## src/rtl/i2c_slave_mem_sequencer.sv

```systemverilog
// i2c_slave_mem_sequencer: byte-level sequencer turning I2C bytes/read slots into memory lookup/write/read commands
module i2c_slave_mem_sequencer #(
    parameter int ADDRESSLENGTH = 8,
    parameter int ADDRESSNUM    = 2,
    parameter int NBYTES        = 2,
    parameter int MEM_LAT       = 1
) (
    input  logic                     Clk,
    input  logic                     nReset,
    input  logic                     StartDet,
    input  logic                     StopDet,
    input  logic                     ByteValid,
    input  logic [7:0]               RxByte,
    input  logic                     TxReq,
    input  logic                     MasterNack,
    output logic                     MemEnable,
    output logic                     MemMode,
    output logic                     MemRorW,
    output logic [ADDRESSLENGTH-1:0] MemDir,
    output logic [7:0]               MemWData,
    input  logic                     AddressFound,
    input  logic [7:0]               MemRData,
    output logic                     AckValid,
    output logic                     AckOut,
    output logic                     TxValid,
    output logic [7:0]               TxByte,
    output logic                     Busy,
    output logic                     ErrOverrun
);
    localparam int LW = (MEM_LAT > 1) ? $clog2(MEM_LAT) : 1;
    localparam int CW = $clog2(NBYTES + 1);

    if (ADDRESSNUM < 1 || NBYTES < 1 || MEM_LAT < 1) begin : g_param_check
        $error("i2c_slave_mem_sequencer: ADDRESSNUM, NBYTES and MEM_LAT must be >= 1");
    end

    typedef enum logic [3:0] {
        IDLE, ADDR_ISSUE, ADDR_WAIT, WR_IDLE, WR_ISSUE, WR_WAIT, RD_IDLE, RD_ISSUE, RD_WAIT, IGNORE
    } state_t;

    state_t        state, state_nx;
    logic [LW-1:0] lat;
    logic [CW-1:0] cnt;
    logic          addr_exp, rw, dummy, rd_ign;
    logic          issue, in_flight, wait_done, full;

    assign issue     = state inside {ADDR_ISSUE, WR_ISSUE, RD_ISSUE};
    assign in_flight = issue || state inside {ADDR_WAIT, WR_WAIT, RD_WAIT};
    assign wait_done = lat == LW'(MEM_LAT - 1);
    assign full      = cnt == CW'(NBYTES);

    // State register
    always_ff @(posedge Clk or negedge nReset) begin
        if (!nReset) state <= IDLE;
        else         state <= state_nx;
    end

    // Next state; bus START/STOP override everything, including in-flight commands
    always_comb begin
        state_nx = state;
        case (state)
            IDLE:       if (ByteValid && addr_exp) state_nx = ADDR_ISSUE;
            ADDR_ISSUE: state_nx = ADDR_WAIT;
            ADDR_WAIT:  if (wait_done) state_nx = !AddressFound ? IGNORE : rw ? RD_IDLE : WR_IDLE;
            WR_IDLE:    if (ByteValid) state_nx = WR_ISSUE;
            WR_ISSUE:   state_nx = WR_WAIT;
            WR_WAIT:    if (wait_done) state_nx = dummy ? IGNORE : WR_IDLE;
            RD_IDLE:    state_nx = MasterNack ? IGNORE : TxReq ? RD_ISSUE : RD_IDLE;
            RD_ISSUE:   state_nx = RD_WAIT;
            RD_WAIT:    if (wait_done) state_nx = rd_ign ? IGNORE : RD_IDLE;
            IGNORE:     state_nx = ByteValid ? WR_ISSUE : TxReq ? RD_ISSUE : IGNORE;
            default:    state_nx = IDLE;
        endcase
        if (StartDet || StopDet) state_nx = IDLE;
    end

    // Strobe and busy; dummy passes through the issue/wait timing without touching memory
    always_comb begin
        MemEnable = issue && !dummy;
        Busy      = state != IDLE;
    end

    // Command fields, byte counter, sticky overrun flag and registered ack/tx responses
    always_ff @(posedge Clk or negedge nReset) begin
        if (!nReset) begin
            MemDir     <= '0;
            MemWData   <= '0;
            MemMode    <= 1'b0;
            MemRorW    <= 1'b0;
            AckValid   <= 1'b0;
            AckOut     <= 1'b0;
            TxValid    <= 1'b0;
            TxByte     <= '0;
            ErrOverrun <= 1'b0;
            lat        <= '0;
            cnt        <= '0;
            addr_exp   <= 1'b0;
            rw         <= 1'b0;
            dummy      <= 1'b0;
            rd_ign     <= 1'b0;
        end else begin
            AckValid <= 1'b0;
            TxValid  <= 1'b0;
            lat      <= issue ? '0 : lat + 1'b1;
            if (StartDet) begin
                cnt        <= '0;
                addr_exp   <= 1'b1;
                ErrOverrun <= 1'b0;
            end else if (StopDet) begin
                addr_exp <= 1'b0;
            end else begin
                if (in_flight && (ByteValid || TxReq)) ErrOverrun <= 1'b1;
                case (state)
                    IDLE: if (ByteValid && addr_exp) begin
                        MemDir   <= ADDRESSLENGTH'(RxByte[7:1]);
                        MemMode  <= 1'b0;
                        rw       <= RxByte[0];
                        addr_exp <= 1'b0;
                        dummy    <= 1'b0;
                    end
                    ADDR_WAIT: if (wait_done) begin
                        AckValid <= 1'b1;
                        AckOut   <= AddressFound;
                    end
                    WR_IDLE: if (ByteValid) begin
                        dummy <= full;
                        if (!full) begin
                            MemMode  <= 1'b1;
                            MemRorW  <= 1'b1;
                            MemWData <= RxByte;
                            cnt      <= cnt + 1'b1;
                        end
                    end
                    WR_WAIT: if (wait_done) begin
                        AckValid <= 1'b1;
                        AckOut   <= !dummy;
                    end
                    RD_IDLE: if (!MasterNack && TxReq) begin
                        dummy  <= full;
                        rd_ign <= 1'b0;
                        if (!full) begin
                            MemMode <= 1'b1;
                            MemRorW <= 1'b0;
                            cnt     <= cnt + 1'b1;
                        end
                    end
                    RD_WAIT: if (wait_done) begin
                        TxValid <= 1'b1;
                        TxByte  <= dummy ? 8'hFF : MemRData;
                    end
                    IGNORE: if (ByteValid || TxReq) begin
                        dummy  <= 1'b1;
                        rd_ign <= 1'b1;
                    end
                    default: ;
                endcase
            end
        end
    end
endmodule

```

## config.mk

```make
export PLATFORM = sky130hd
export DESIGN_NAME = i2c_slave_mem_sequencer
export DESIGN_NICKNAME = d
export VERILOG_FILES = /design/src/rtl/i2c_slave_mem_sequencer.sv
export SDC_FILE = /design/constraint.sdc
export NUM_CORES = 1
export LEC_CHECK = 0
export CAP_MARGIN = 15
export CORE_ASPECT_RATIO = 0.5
export CORE_MARGIN = 2
export CORE_UTILIZATION = 23
export CTS_CLUSTER_SIZE = 40
export DETAILED_ROUTE_END_ITERATION = 8
export PLACE_DENSITY = 0.51
export RECOVER_POWER = 25
export SYNTH_ARGS = -nofsm -noshare
export SYNTH_HDL_FRONTEND = slang
export SYNTH_SLANG_ARGS = --single-unit
```

## constraint.sdc

```tcl
create_clock -name Clk -period 2.1 [get_ports Clk]
set_clock_uncertainty 0.2 [all_clocks]
set_input_delay 0.21 -clock Clk [delete_from_list [all_inputs] [get_ports Clk]]
set_output_delay 0.21 -clock Clk [all_outputs]
set_load 0.005 [all_outputs]
```

**Word level (Yosys, flattened, before mapping)**

Index checks and enable logic that the tools add are counted.

- Add/subtract/negate cells: 2
- Multiplexer cells: 55
- Bitwise operators: 4
- Equal/unequal tests: 26
- Reduce and logical (&&, ||, !) cells: 35

Operators with widths:

| operator | count |
|---|---|
| two-way mux 4 bit | 12 |
| one-hot mux 4 bit (10 select lines) | 1 |
| two-way mux 1 bit | 29 |
| AND reduction 5 bit | 4 |
| inequality test 2 bit, second input constant | 9 |
| nonzero test 3 bit | 6 |
| equality test 4 x 3 -> 1 bit, second input constant | 4 |
| AND reduction 7 bit | 2 |
| inequality test 3 bit, second input constant | 4 |
| AND reduction 4 bit | 3 |
| two-way mux 2 bit | 5 |
| inequality test 3 x 2 -> 1 bit, second input constant | 3 |
| equality test 4 x 2 -> 1 bit, second input constant | 2 |
| equality test 4 bit, second input constant | 2 |
| two-way mux 8 bit | 1 |
| nonzero test 2 bit | 4 |
| nonzero test 4 bit | 2 |
| one-hot mux 1 bit (2 select lines) | 3 |
| AND reduction 6 bit | 1 |
| equality test 4 x 1 -> 1 bit, second input constant | 1 |
| logical AND 1 bit | 4 |
| logical NOT 4 bit | 1 |
| NOT 1 bit | 4 |
| one-hot mux 1 bit (4 select lines) | 1 |
| 10 further kinds | 14 |

- Bits of input ports: 24
- Bits in registers: 40

**Logic depth before layout (Yosys ltp)**

- Depth in word-level cells: 7
- Gate-level depth with buffers: 7

**Worst setup path before layout**

No wires, ideal clock.

- Path kind: flip-flop to flip-flop
- From: reg state[0]
- To: reg MemDir[0]
- Cell stages (with the launch flop): 5
- Path slack: 179 ps
- Clock period less this slack: 1921 ps
- Library setup time: 125 ps
- Arrival time: 1596 ps
- Cell sequence: dfrtp_1 -> buf_2 -> nor4_1 -> nand4_1 -> mux2_2

- Longest elaborated chain between the ends: 2

Ends and longest elaborated chain:

| element | RTL line | source |
|---|---|---|
| start: declaration | 41 | `state_t state, state_nx;` |
| start signal: assignment | 55 | `else state <= state_nx;` |
| logical NOT 4 bit | 113 | `case (state)` |
| AND reduction 4 bit (no line) | -- |  |
| end signal: assignment | 115 | `MemDir <= ADDRESSLENGTH'(RxByte[7:1]);` |
| end: declaration | 19 | `output logic [ADDRESSLENGTH-1:0] MemDir,` |

Every way passes these cells.
A chain may end at the register's enable or synchronous reset.

**Worst setup path in the final report**

- From: reg state[0]
- To: reg dummy

- Longest elaborated chain between the ends: 3
- Elaborated cells between the ends (all ways): 11
- Those cells by class: eq/ne: 7; mux: 1; reduce/logical: 3

Ends and longest elaborated chain:

| element | RTL line | source |
|---|---|---|
| equality test 4 x 2 -> 1 bit (tied with other cells) | 113 |  |
| nonzero test 4 bit (no line) or inequality test 2 bit (tied branches) | -- |  |
| AND reduction 7 bit (no line) | -- |  |
| end signal: assignment | 126 | `dummy <= full;` |
| end signal: assignment | 139 | `dummy <= full;` |
| end: declaration | 44 | `logic addr_exp, rw, dummy, rd_ign;` |

Parallel ways exist; a longest one is shown, timed or not.

==> metrics.cfg <==
[synthesis]
synth.area.mux_share = 0.1049
synth_most_common_cell = dfrtp_1
synth_area_mm2 = 0.002028
synth_top_area_frac = 0.4935
syn_area_per_cell_um2 = 9.991
synth_common_cells = dfrtp_1, nor2_1, mux2_2, nand2_1, a21oi_1
synth.distinct_cells = 45
synth_cells = 203
synth_compound_area_frac = 0.1598
synthArstFlopShare = 1.000
syn_nets = 228
synth_area_leaders = dfrtp_1, mux2_2, nor2_1
seq_area_frac_synth = 0.4935
synth_simple_gate_area_frac = 0.1789
synth_top_cell_by_area = dfrtp_1
ys_warn_count = 0
synth_top_family_by_area = simple AND/OR/NAND/NOR gates
synthFlopType = dfrtp_1
synth-seq-cells = 40
synth_fa_ha_area_frac = 0.006169
synth_edf_count = 0
synthXorXnorAreaFrac = 0.008637

[timing]
period_share = 0.9707
setup_viol = 0
hold_violations = 0
fin_crit_ns = 2.039
tightest_slew_ns = 0.6436
max_freq_ghz = 0.4905
rsz0062_at_grt = true
setup_tns_ns = 0
finalMaxSlewViolations = 0
hold_ws_ns = 0.2865
worst_slew_margin_rel = 0.5709
timing.final.ws_setup_ns = 0.06147

[detailed_routing]
routed_wl_mm = 5.739
drt_first_pass_iters = 4
drc = 0
drtIter0Drc = 117
vias = 1855
wl_per_cell_um = 14.03
routed_via_density = 4.535
ant_nets = 0

[die]
die_h_um = 70.40
core_mm2 = 0.008648
die_w_um = 136.8
start_util = 0.2345
io-pin-count = 56
rows = 24
dieArea_mm2 = 0.009631

[power]
leakagePower_nw = 1.398
vdd_ir_drop_max_mv = 0.3038
total_power_mw = 2.143
p_per_area_mw_per_mm2 = 674.4

[setup_path]
critical_path_class = register to register
rr_endpoint = dummy
startpoint_type = register
slowest_stage = dfrtp_2
end_kind = register
crit_chain = buf_4, buf_4, or3_1, o31ai_1, a21bo_2, a21oi_1, mux2_2
crit_path_frequent_cell = buf_4
required_ns = 2.06
max_stage_delay_ns = 0.40
rrSetupSlack_ns = 0.06
reg2regPathDepth = 7
reg2reg_from = state[0]
worstPathArrival_ns = 2.00
critPathMaxFanout = 12

[cells_and_area]
fill_cells = 861
stdcell_count = 409
seqCellArea_mm2 = 0.001005
fin_util = 0.3675
final_cell_area_mm2 = 0.003178
drive_gt1_frac = 0.2705
nNetsFinal = 316
multi_input_area_um2 = 969.7
diodes = 0
syn_to_final_growth_pct = 56.69

[run]
cap_violations = 0

[cts]
clk_latency_ns = 0.28
cts_buffer_depth = 2
cts_tree = built
path_clk_slew_ns = 0.06
cts.sinks = 40
htreeDepth = 2
numCtsBuffers = 5
cts_root_buf = clkbuf_16

[placed_design]
place_congestion = 0.8741
hpwl_mm = 4.366
placed_cells = 395
port_buffers = 54
place_ws_ns = -0.07237
postPlaceCellArea_mm2 = 0.002907

[global_routing]
antenna_found_initial = 0
grt_pass1_vias = 1811
grt_usage = 0.1258
grt_max_degree = 26
grt-ovfl-total = 0
grt_pass1_wl_mm = 9.453

[status]
status = finished, final reports clean

[hold_path]
hold_class = input pin to asynchronous set/reset pin

[layout by cell type, fill, tap and decap left out, drive strengths merged, types with 2 or more instances in the layout]
cell / instances
dfrtp: 40
nor3: 3
nor4: 3
a21oi: 11
nor2b: 4
buf: 37
nand3b: 2
o22ai: 4
nor2: 24
dlygate4sd2: 2
nand3: 3
nand4: 2
or3: 4
nand2: 14
o31ai: 3
xnor2: 2
o21ai: 14
mux2: 18
inv: 8
a21o: 3
nand2b: 6
o2bb2ai: 2
a211oi: 4
o211ai: 2
clkdlybuf4s50: 51
clkbuf: 8
[where the power goes]
part | total (mW) | internal, mW | leakage [nW] | switching (mW)
logic | 0.355 | 0.222 | 0.786 | 0.133
registers | 0.886 | 0.837 | 0.525 | 0.0487
clock network | 0.902 | 0.595 | 0.0871 | 0.307
[worst max-delay path, delay by kind of cell, from the launching register on]
kind / cells / cell delay (ns)
buf+inv: 2 / 0.34
simple gates: 1 / 0.38
flops: 1 / 0.40
mux: 1 / 0.27
compound gates: 3 / 0.35
[flip-flops by register name, indices dropped and copies added, names as in the netlist]
name        flops
state           4
MemDir          7
cnt             2
addr_exp        1
MemWData        8
ErrOverrun      1
rw              1
dummy           1
MemRorW         1
AckOut          1
AckValid        1
TxValid         1
TxByte          8
MemMode         1
lat             1
rd_ign          1
[cell type report]
| class | instances | area share |
|---|---|---|
| clock buffer | 6 | 0.04370 |
| clock inverter | 2 | 0.01220 |
| inverter | 8 | 0.009449 |
| multi-input combinational | 143 | 0.3051 |
| sequential | 40 | 0.3161 |
| tap | 117 | 0.04606 |
| timing repair buffer | 93 | 0.2673 |
[kinds of logic (layout without fill, tap and decap cells)]
group,count (synthesis),after routing
other,1,1
and+or+nand+nor,70,70
adders and majority gates,1,1
xor gates and xnor gates,2,2
DFF,40,40
muxes,19,19
buffers and inverters,20,109
AOI/OAI and AO/OA,50,50
[worst max path at each step]
stage	start	end	cells after the start
5_1_grt	state[0]	MemEnable	6
6_report	state[0]	dummy	7
3_3_place_gp	StartDet	dummy	6
3_5_place_dp	StartDet	dummy	6
4_1_cts	state[1]	TxByte[1]	7
2_1_floorplan	state[0]	MemDir[0]	4
[layer usage]
metal  global-route usage  up-vias  wire (µm)
met2               0.1822       61       2559
met3              0.02614        5        359
li1                     -      897          -
met4              0.02635        0         32
met5                    0        -          0
met1               0.1908      892       2788
[timing repair]
action,in CTS,in global routing
gates cloned,0,0
pin swaps,0,2
resized for setup,10,3
endpoints found under the hold margin,23,0
hold buffers,1,0
endpoints found under the setup margin,3,21
setup buffers,3,3
(Power assumes the default switching activity.)
